File: src/rtl/move_req_pkg.sv
// Shared constants for the move request front end: one-hot FSM state
// encodings, 2-bit direction codes and the press priority resolver.
package move_req_pkg;

   // FSM states, one-hot
   localparam logic [3:0] IDLE    = 4'b0001;
   localparam logic [3:0] PENDING = 4'b0010;
   localparam logic [3:0] ISSUE   = 4'b0100;
   localparam logic [3:0] RELEASE = 4'b1000;

   // Direction codes, also the bit index of each button in press/level vectors
   localparam logic [1:0] DIR_UP    = 2'd0;
   localparam logic [1:0] DIR_DOWN  = 2'd1;
   localparam logic [1:0] DIR_LEFT  = 2'd2;
   localparam logic [1:0] DIR_RIGHT = 2'd3;

   // Resolve simultaneous press events: up > down > left > right.
   // Only meaningful when at least one bit of ev is set.
   function automatic logic [1:0] prio_dir(input logic [3:0] ev);
      logic [1:0] d;
      if (ev[0]) begin
         d = DIR_UP;
      end else if (ev[1]) begin
         d = DIR_DOWN;
      end else if (ev[2]) begin
         d = DIR_LEFT;
      end else begin
         d = DIR_RIGHT;
      end
      return d;
   endfunction

endpackage

File: src/rtl/btn_debounce.sv
// One push-button channel: 2-FF synchroniser, stability counter that
// accepts a level change only after DEBOUNCE_CYCLES consecutive differing
// samples, and a registered rising-edge (press) detector.
module btn_debounce #(
   parameter int unsigned DEBOUNCE_CYCLES = 500000,
   parameter int unsigned CNT_W           = 20
) (
   input  logic Clk,
   input  logic Reset,
   input  logic btn_raw,
   output logic level,
   output logic press
);

   localparam logic [CNT_W-1:0] CNT_LAST = CNT_W'(DEBOUNCE_CYCLES - 1);
   localparam logic [CNT_W-1:0] CNT_ONE  = CNT_W'(1);
   localparam logic [CNT_W-1:0] CNT_ZERO = CNT_W'(0);

   logic             sync1_q, sync1_d;
   logic             sync2_q, sync2_d;
   logic             level_q, level_d;
   logic             press_q, press_d;
   logic [CNT_W-1:0] cnt_q, cnt_d;

   // Next-state: synchroniser shift, stability count, level flip and edge
   always_comb begin
      sync1_d = btn_raw;
      sync2_d = sync1_q;
      level_d = level_q;
      cnt_d   = CNT_ZERO;
      if (sync2_q != level_q) begin
         if (cnt_q == CNT_LAST) begin
            level_d = ~level_q;
            cnt_d   = CNT_ZERO;
         end else begin
            cnt_d   = cnt_q + CNT_ONE;
         end
      end else begin
         // Input agrees with the accepted level: any partial count was a bounce
         cnt_d = CNT_ZERO;
      end
      press_d = level_d & ~level_q;
   end

   // State registers with asynchronous reset
   always_ff @(posedge Clk or posedge Reset) begin
      if (Reset) begin
         sync1_q <= 1'b0;
         sync2_q <= 1'b0;
         level_q <= 1'b0;
         press_q <= 1'b0;
         cnt_q   <= CNT_ZERO;
      end else begin
         sync1_q <= sync1_d;
         sync2_q <= sync2_d;
         level_q <= level_d;
         press_q <= press_d;
         cnt_q   <= cnt_d;
      end
   end

   assign level = level_q;
   assign press = press_q;

endmodule

File: src/rtl/move_request_gen.sv
// Move request generator: debounces four buttons, picks the highest
// priority press, holds it until the game FSM waits, then issues a single
// one-cycle one-hot move pulse and waits for all buttons to be released.
module move_request_gen
   import move_req_pkg::*;
#(
   parameter int unsigned DEBOUNCE_CYCLES = 500000,
   parameter int unsigned CNT_W           = 20
) (
   input  logic       Clk,
   input  logic       Reset,
   input  logic       btn_up,
   input  logic       btn_down,
   input  logic       btn_left,
   input  logic       btn_right,
   input  logic       q_Wait,
   input  logic       q_Win,
   input  logic       q_Lose,
   output logic       up,
   output logic       down,
   output logic       left,
   output logic       right,
   output logic       busy,
   output logic [1:0] last_dir
);

   logic [3:0] level_vec;
   logic [3:0] press_vec;
   logic [3:0] btn_vec;

   logic [3:0] state_q, state_d;
   logic [1:0] dir_q, dir_d;
   logic [1:0] last_dir_q, last_dir_d;
   logic       up_q, up_d;
   logic       down_q, down_d;
   logic       left_q, left_d;
   logic       right_q, right_d;
   logic       busy_q, busy_d;

   assign btn_vec = {btn_right, btn_left, btn_down, btn_up};

   genvar gi;
   generate
      for (gi = 0; gi < 4; gi++) begin : g_db
         btn_debounce #(
            .DEBOUNCE_CYCLES (DEBOUNCE_CYCLES),
            .CNT_W           (CNT_W)
         ) u_db (
            .Clk     (Clk),
            .Reset   (Reset),
            .btn_raw (btn_vec[gi]),
            .level   (level_vec[gi]),
            .press   (press_vec[gi])
         );
      end
   endgenerate

   // FSM transitions plus direction capture; new presses only matter in IDLE
   always_comb begin
      state_d    = state_q;
      dir_d      = dir_q;
      last_dir_d = last_dir_q;
      case (state_q)
         IDLE: begin
            if (press_vec != 4'b0000) begin
               dir_d   = prio_dir(press_vec);
               state_d = PENDING;
            end else begin
               state_d = IDLE;
            end
         end
         PENDING: begin
            // Game over drops the request before a waiting FSM can take it
            if (q_Win || q_Lose) begin
               state_d = RELEASE;
            end else if (q_Wait) begin
               state_d = ISSUE;
            end else begin
               state_d = PENDING;
            end
         end
         ISSUE: begin
            last_dir_d = dir_q;
            state_d    = RELEASE;
         end
         RELEASE: begin
            // No auto-repeat: every button must be seen released first
            if (level_vec == 4'b0000) begin
               state_d = IDLE;
            end else begin
               state_d = RELEASE;
            end
         end
         default: begin
            state_d = IDLE;
         end
      endcase
   end

   // Output decode from the next state so the pulse is registered and one-hot
   always_comb begin
      up_d    = (state_d == ISSUE) && (dir_d == DIR_UP);
      down_d  = (state_d == ISSUE) && (dir_d == DIR_DOWN);
      left_d  = (state_d == ISSUE) && (dir_d == DIR_LEFT);
      right_d = (state_d == ISSUE) && (dir_d == DIR_RIGHT);
      busy_d  = (state_d != IDLE);
   end

   // State and output registers with asynchronous reset
   always_ff @(posedge Clk or posedge Reset) begin
      if (Reset) begin
         state_q    <= IDLE;
         dir_q      <= DIR_UP;
         last_dir_q <= DIR_UP;
         up_q       <= 1'b0;
         down_q     <= 1'b0;
         left_q     <= 1'b0;
         right_q    <= 1'b0;
         busy_q     <= 1'b0;
      end else begin
         state_q    <= state_d;
         dir_q      <= dir_d;
         last_dir_q <= last_dir_d;
         up_q       <= up_d;
         down_q     <= down_d;
         left_q     <= left_d;
         right_q    <= right_d;
         busy_q     <= busy_d;
      end
   end

   assign up       = up_q;
   assign down     = down_q;
   assign left     = left_q;
   assign right    = right_q;
   assign busy     = busy_q;
   assign last_dir = last_dir_q;

endmodule

File: config.mk
export PLATFORM = sky130hd
export DESIGN_NAME = move_request_gen
export DESIGN_NICKNAME = d
export VERILOG_FILES = /design/src/rtl/move_req_pkg.sv /design/src/rtl/btn_debounce.sv /design/src/rtl/move_request_gen.sv
export SDC_FILE = /design/constraint.sdc
export NUM_CORES = 1
export LEC_CHECK = 0
export ABC_CLOCK_PERIOD_IN_PS = 6600
export CORE_MARGIN = 8
export CORE_UTILIZATION = 60
export CTS_BUF_LIST = sky130_fd_sc_hd__clkbuf_8 sky130_fd_sc_hd__clkbuf_16
export DETAILED_ROUTE_END_ITERATION = 12
export PLACE_DENSITY = 0.82
export SYNTH_ARGS = -nofsm -noshare
export SYNTH_HDL_FRONTEND = slang
export SYNTH_SLANG_ARGS = --single-unit
File: constraint.sdc
create_clock -name Clk -period 6.6 [get_ports Clk]
set_input_delay 0.99 -clock Clk [delete_from_list [all_inputs] [get_ports Clk]]
set_output_delay 0.99 -clock Clk [all_outputs]
set_load 0.05 [all_outputs]
==> results of run 1 <==
==> power groups by stage <==
| stage | clock [mW] | sequential (mW) | combinational [mW] |
|---|---|---|---|
| floorplan | 0 | 0.695 | 0.0304 |
| global placement | 0 | 0.697 | 0.0396 |
| detailed placement | 0 | 0.698 | 0.0414 |
| CTS | 0.414 | 0.685 | 0.0416 |
| global route | 0.443 | 0.687 | 0.0473 |
| finish | 0.404 | 0.685 | 0.0402 |
==> final cells by class <==
| cell class | instances | area [um^2] | area share, % |
|---|---|---|---|
| clock buffer | 11 | 151.4 | 2.738 |
| clock inverter | 4 | 48.80 | 0.8824 |
| inverter | 11 | 43.79 | 0.7919 |
| multi-input combinational | 368 | 2261 | 40.88 |
| sequential | 109 | 2729 | 49.34 |
| tap | 105 | 131.4 | 2.376 |
| timing repair buffer | 17 | 165.2 | 2.986 |
==> kinds of logic after synthesis <==
family / synth area share [%]
simple gates: 25.85
compound gates: 5.979
buf+inv: 2.279
mux: 1.519
xor+xnor: 9.948
fa+ha+maj: 0.9802
flops: 53.44
==> registers in the layout, summed over array words and instances (netlist names) <==
signal	flops
dir_q	2
up	1
right	1
down	1
g_db.u_db.press	4
last_dir	2
g_db.u_db.sync2_q	4
g_db.u_db.level	4
g_db.u_db.cnt_q	80
left	1
state_q	4
busy	1
g_db.u_db.sync1_q	4
==> metal layers <==
layer | vias to the layer above | wire [um] | track usage (%)
met3 | 9 | 364 | 4.283
li1 | 1819 | - | -
met4 | 0 | 91 | 5.181
met1 | 1847 | 4304 | 21.97
met2 | 67 | 4719 | 28.47
met5 | - | 0 | 0
==> worst max-delay path by stage <==
stage	cells after the start	end	start	slack, ns
3_5_place_dp	3	g_db[0].u_db.cnt_q[11]$_DFF_PP0_	Reset	3.88
2_1_floorplan	1	busy$_DFF_PP0_	Reset	2.74
4_1_cts	1	last_dir[1]	last_dir[1]$_DFFE_PP0N_	4.04
3_3_place_gp	3	g_db[3].u_db.cnt_q[13]$_DFF_PP0_	Reset	3.90
6_report	1	last_dir[0]	last_dir[0]$_DFFE_PP0N_	4.07
5_1_grt	1	last_dir[0]	last_dir[0]$_DFFE_PP0N_	4.00
==> Yosys cell counts, types with 2 or more instances <==
library cell | count | area share [%]
nand4_1 | 24 | 2.9
ha_1 | 4 | 0.98
nor3_1 | 13 | 1.3
inv_1 | 11 | 0.81
or4b_2 | 2 | 0.39
o31ai_1 | 12 | 1.8
xor2_1 | 22 | 3.8
nor2_1 | 73 | 5.4
nand3_1 | 27 | 2.6
clkbuf_1 | 8 | 0.59
o21ai_0 | 10 | 0.98
or2_2 | 7 | 0.86
nor3b_1 | 5 | 0.74
and4_1 | 4 | 0.69
or4_1 | 16 | 2.4
o21a_1 | 2 | 0.29
nand2_1 | 33 | 2.4
a21o_1 | 2 | 0.29
nor4_1 | 20 | 2.5
a21oi_1 | 19 | 1.9
or4bb_1 | 2 | 0.44
mux2_2 | 6 | 1.3
or3_1 | 11 | 1.3
xnor2_1 | 36 | 6.2
nor2b_1 | 2 | 0.24
nand2b_1 | 2 | 0.24
buf_2 | 8 | 0.78
dfrtp_1 | 108 | 53
==> through the flow <==
step                      std cells  power [mW]  util (%)  cell area (um^2)
after floorplan                 505      0.7253         -              5106
after global placement          610      0.7370     64.87              5330
after detailed placement        610      0.7395     64.87              5330
after CTS                       625       1.141     67.31              5530
after global routing            625       1.177     67.31              5530
final                           625       1.130     67.31              5530
==> impl_results.md, run 1 <==
- Outcome: finished, final reports clean
- Final slew viol count: 0
- Most common cell after layout, fill and taps aside: dfrtp_1
- Worst setup EP type: output pin
- Crit share post-route: 38.29%
- Syn_nets: 518
- All-Layer GR Usage: 17.25%
- RSZ-0062 raised after global routing: false
- GRT Residual Overflow: 0
- Worst EP required: 5.61 ns
- Slowest-stage cell, CP: clkdlybuf4s50_1
- Clock tree buffer depth: 2
- Hold Fails Final Rpt: 0
- Worst min path class: reg2reg
- Buf+Inv Stages, Crit Path: 1
- VDD IR-drop max: 0.0001101 V
- Seq/Total Area, Yosys: 53.44%
- Inserted Diodes: 0
- Largest net degree at the start of global routing: 89
- Setup WS post-layout: 4.073 ns
- ANT nets after route: 0
- R2R setup slack: 4.22 ns
- Commonest cells after routing, fill and taps aside: dfrtp_1 (108), nor2_1 (73), xnor2_1 (36), nand2_1 (33), nand3_1 (27)
- Avg WL per Cell: 15.17 um
- Min Hold Slack: 0.3547 ns
- Post-layout nets: 529
- Slew HR: 29.78%
- Setup TNS Final: 0 ns
- PortBufs: 15
- Vias per inst: 5.987
- Cell count after synthesis: 505
- I/O pins: 16
- RD Place Congestion: 0.8400
- Pint: 0.8815 mW
- Share of post-route cells with drive strength above 1: 7.500%
- Clock skew: 0.01275 ns
- Delay of the slowest critical-path stage: 0.81 ns
- Combinational Power Share: 3.6%
- Crit-path cells: clkdlybuf4s50_1
- Synthesized area: 5106 um^2
- Yosys warns: 0
- Synth cell types: 44
- CTS buffer count: 9
- Yosys reg bits: 109
- Fillcell total: 640
- Kind of critical path: reg2out
- Leak Pwr: 2.203 nW
- Antenna violations before repair: 0
- Via count: 3742
- Delay-heaviest family, CP: buffers and inverters
- Pre-Repair DR Iteration Count: 4
- Number of synthesized flops with an enable pin: 0
- 1st-iter DRT viols: 209
- Routed WL: 9.480 mm
- Area Growth Syn to Fin: 8.307%
- Power Dens Cells: 204.3 nW/um^2
- Ys async rst share: 100.0%
- Rows: 33
- Core ar.: 8217 um^2
- Worst reg2reg path depth: 4
- TritonCTS clock tree: done
- Hold Path Cell Cnt: 0
- Chip Height: 108.3 um
- Post-CTS Setup Bufs: 0
- Pre-CTS setup slack: 3.878 ns
- Clk slew on worst S/H paths: 0.10 ns
- Total of max-cap violations: 0
- Ys flop type: dfrtp_1
- Sw frac: 21.97%
- CTS root buf: clkbuf_8
- Tmin final: 2.527 ns
- # DRC: 0
- Chip width: 108.3 um
- Worst Hold Launch: g_db[1].u_db.sync1_q$_DFF_PP0_
- Fmax: 395.7 MHz
- Clock sink count: 109
- CTS Hold Bufs: 0
- Tightest Pin Transition: 1.053 ns
- Post-DP HPWL: 6.496 mm
- Worst R2R Start: g_db[0].u_db.cnt_q[11]$_DFF_PP0_
- Post-CTS sizing: 0
- Final setup fails: 0
- Critical Path Fanout Max: 2
- Post-synthesis area per instance: 10.11 um^2
- Net Sw Power: 0.2482 mW
- Global-route wire length before repair: 16.45 mm
- Vias in the first global route: 3628
- Startpoint Class: flop
- Starting Density: 62.14%
- H-Tree Depth: 3
- Sequential share of power: 60.6%
- Clock network power share: 35.8%
- Die area: 11720 um^2
- Clk_lat worst skew: 0.36 ns
- Worst EP arrival: 1.54 ns
- WHS Endpoint: g_db[1].u_db.sync2_q$_DFF_PP0_
- Reg-to-Reg End: g_db[0].u_db.cnt_q[3]$_DFF_PP0_
Power figures use the tool's default switching activity.
==> inputs of run 2 (changes only) <==
- ABC_CLOCK_PERIOD_IN_PS: 6600 -> 2100
- CORE_UTILIZATION: 60 -> 55
- PLACE_DENSITY: 0.82 -> 0.79
- clock period: 6.6 -> 2.1 ns (I/O delays scaled with it)
==> run 2 against run 1 <==
Net effect: sequential power grew to 3.1 times the previous value; via count rose by 0.69%; first-iteration DRC count grew 8.1%; largest power group unchanged.
==> impl_results.md, run 2 (synthesis results as in run 1) <==
- Post-layout nets: 548
- Crit share post-route: 96.16%
- Vias in the first global route: 3834
- R2R setup slack: 0.08 ns
- All-Layer GR Usage: 15.93%
- Leak Pwr: 2.329 nW
- Vias per inst: 5.788
- Max FFs per register: 80
- Pre-Repair DR Iteration Count: 4
- TritonCTS clock tree: done
- Delay of the slowest critical-path stage: 0.68 ns
- Largest net degree at the start of global routing: 110
- VDD IR-drop max: 0.0005337 V
- I/O pins: 16
- PortBufs: 15
- Reg-to-Reg End: g_db[0].u_db.cnt_q[11]$_DFF_PP0_
- Delay-heaviest family, CP: simple AND/OR/NAND/NOR gates
- Buf+Inv Stages, Crit Path: 1
- Inserted Diodes: 0
- CTS root buf: clkbuf_8
- Routed WL: 9.509 mm
- Post-DP Area: 5504 um^2
- Avg WL per Cell: 14.61 um
- CTS Hold Bufs: 0
- Antenna violations before repair: 0
- Worst R2R Start: g_db[0].u_db.cnt_q[12]$_DFF_PP0_
- CTS buffer count: 9
- Clock skew: 0.006093 ns
- Power Dens Cells: 643.1 nW/um^2
- RSZ-0062 raised after global routing: false
- Worst setup EP type: flop
- Share of post-route cells with drive strength above 1: 11.48%
- Critical Path Fanout Max: 20
- Hold Fails Final Rpt: 0
- ANT nets after route: 0
- Rows: 35
- Total of max-cap violations: 0
- Worst EP required: 2.36 ns
- Commonest cells after routing, fill and taps aside: dfrtp_1 (108), nor2_1 (73), xnor2_1 (36), nand2_1 (33), nand3_1 (27)
- Clk slew on worst S/H paths: 0.10 ns
- Core ar.: 9109 um^2
- WHS Endpoint: g_db[3].u_db.sync2_q$_DFF_PP0_
- Startpoint Class: flop
- Setup WS post-layout: 0.08071 ns
- # DRC: 0
- Clock sink count: 109
- GRT Residual Overflow: 0
- Outcome: finished, final reports clean
- Hold Path Cell Cnt: 0
- Via count: 3768
- RD Place Congestion: 0.8732
- 1st-iter DRT viols: 226
- Area Growth Syn to Fin: 12.94%
- Die area: 12620 um^2
- Chip width: 112.4 um
- Crit-path cells: or4b_2 > nor4_1 > a21o_1 > buf_12 > nor2_1
- Kind of critical path: reg2reg
- Worst reg2reg path depth: 5
- Global-route wire length before repair: 16.85 mm
- Pre-CTS setup slack: 0.05580 ns
- Tightest Pin Transition: 0.6283 ns
- Clock tree buffer depth: 2
- Tmin final: 2.019 ns
- Biggest register: g_db.u_db.cnt_q
- Worst Hold Launch: g_db[3].u_db.sync1_q$_DFF_PP0_
- Post-DP HPWL: 6.401 mm
- Clk_lat worst skew: 0.36 ns
- Design area: 5767 um^2
- Most common cell after layout, fill and taps aside: dfrtp_1
- Slew HR: 57.57%
- Slowest-stage cell, CP: or4b_2
- Final setup fails: 0
- Starting Density: 56.06%
- Fmax: 495.2 MHz
- Worst min path class: reg2reg
- Final slew viol count: 0
- Worst EP arrival: 2.27 ns
- Chip Height: 112.4 um
- Setup TNS Final: 0 ns
- H-Tree Depth: 3
[run 2: area by class of cell]
class | instances | area, um^2
timing repair buffer | 36 | 345.3
sequential | 109 | 2729
fill | 721 | 3342
clock inverter | 5 | 73.82
inverter | 11 | 45.04
clock buffer | 11 | 151.4
multi-input combinational | 368 | 2283
tap | 111 | 138.9
[run 2: power by group]
| group | switching (mW) | total, mW | internal, mW | leakage, nW |
|---|---|---|---|---|
| Clock | 0.676 | 1.41 | 0.730 | 0.121 |
| Sequential | 0.0282 | 2.15 | 2.12 | 1.49 |
| Combinational | 0.0914 | 0.152 | 0.0603 | 0.718 |
[run 2: how the worst max path moves through the flow]
| stage | slack (ns) | cells past startpoint | endpoint | from |
|---|---|---|---|---|
| finish | 0.08 | 5 | g_db[0].u_db.cnt_q[11]$_DFF_PP0_ | g_db[0].u_db.cnt_q[12]$_DFF_PP0_ |
| CTS | 0.04 | 5 | g_db[0].u_db.cnt_q[18]$_DFF_PP0_ | g_db[0].u_db.cnt_q[0]$_DFF_PP0_ |
| detailed placement | 0.06 | 5 | g_db[0].u_db.cnt_q[18]$_DFF_PP0_ | g_db[0].u_db.cnt_q[0]$_DFF_PP0_ |
| global route | 0.005 | 6 | g_db[3].u_db.cnt_q[9]$_DFF_PP0_ | g_db[3].u_db.cnt_q[0]$_DFF_PP0_ |
| floorplan | 0.13 | 5 | g_db[0].u_db.cnt_q[18]$_DFF_PP0_ | g_db[0].u_db.cnt_q[0]$_DFF_PP0_ |
| global placement | 0.12 | 5 | g_db[2].u_db.cnt_q[16]$_DFF_PP0_ | g_db[2].u_db.cnt_q[12]$_DFF_PP0_ |
[run 2: worst register-to-register path: cells and delay by family (launching register included)]
| family | cells | cell delay (ns) |
|---|---|---|
| DFF | 1 | 0.44 |
| buffers and inverters | 1 | 0.16 |
| and+or+nand+nor | 3 | 1.09 |
| AOI/OAI and AO/OA | 1 | 0.23 |
[run 2: metrics by stage]
stage               utilization (%)  total power [mW]  cells  hold WS (ns)
floorplan                         -             2.280    505        0.3312
global route                  63.31             3.847    651        0.3721
finish                        63.31             3.709    651        0.3652
CTS                           62.90             3.748    649        0.3673
detailed placement            60.43             2.341    633        0.3524
global placement              60.43             2.334    633        0.3516
[run 2: timing repair]
item,CTS,global route
resized for setup,0,4
setup buffers,0,2
setup endpoints to repair,0,13
[run 2: per-layer routing]
layer  routed length [um]  track usage, %  vias up  share of wire [%]
li1                     -               -     1855                  -
met1                 4332           19.55     1847                 46
met2                 4725           27.22       56                 50
met3                  364           3.650       10                3.8
met4                   87           5.126        0               0.91
met5                    0               0        -                  0
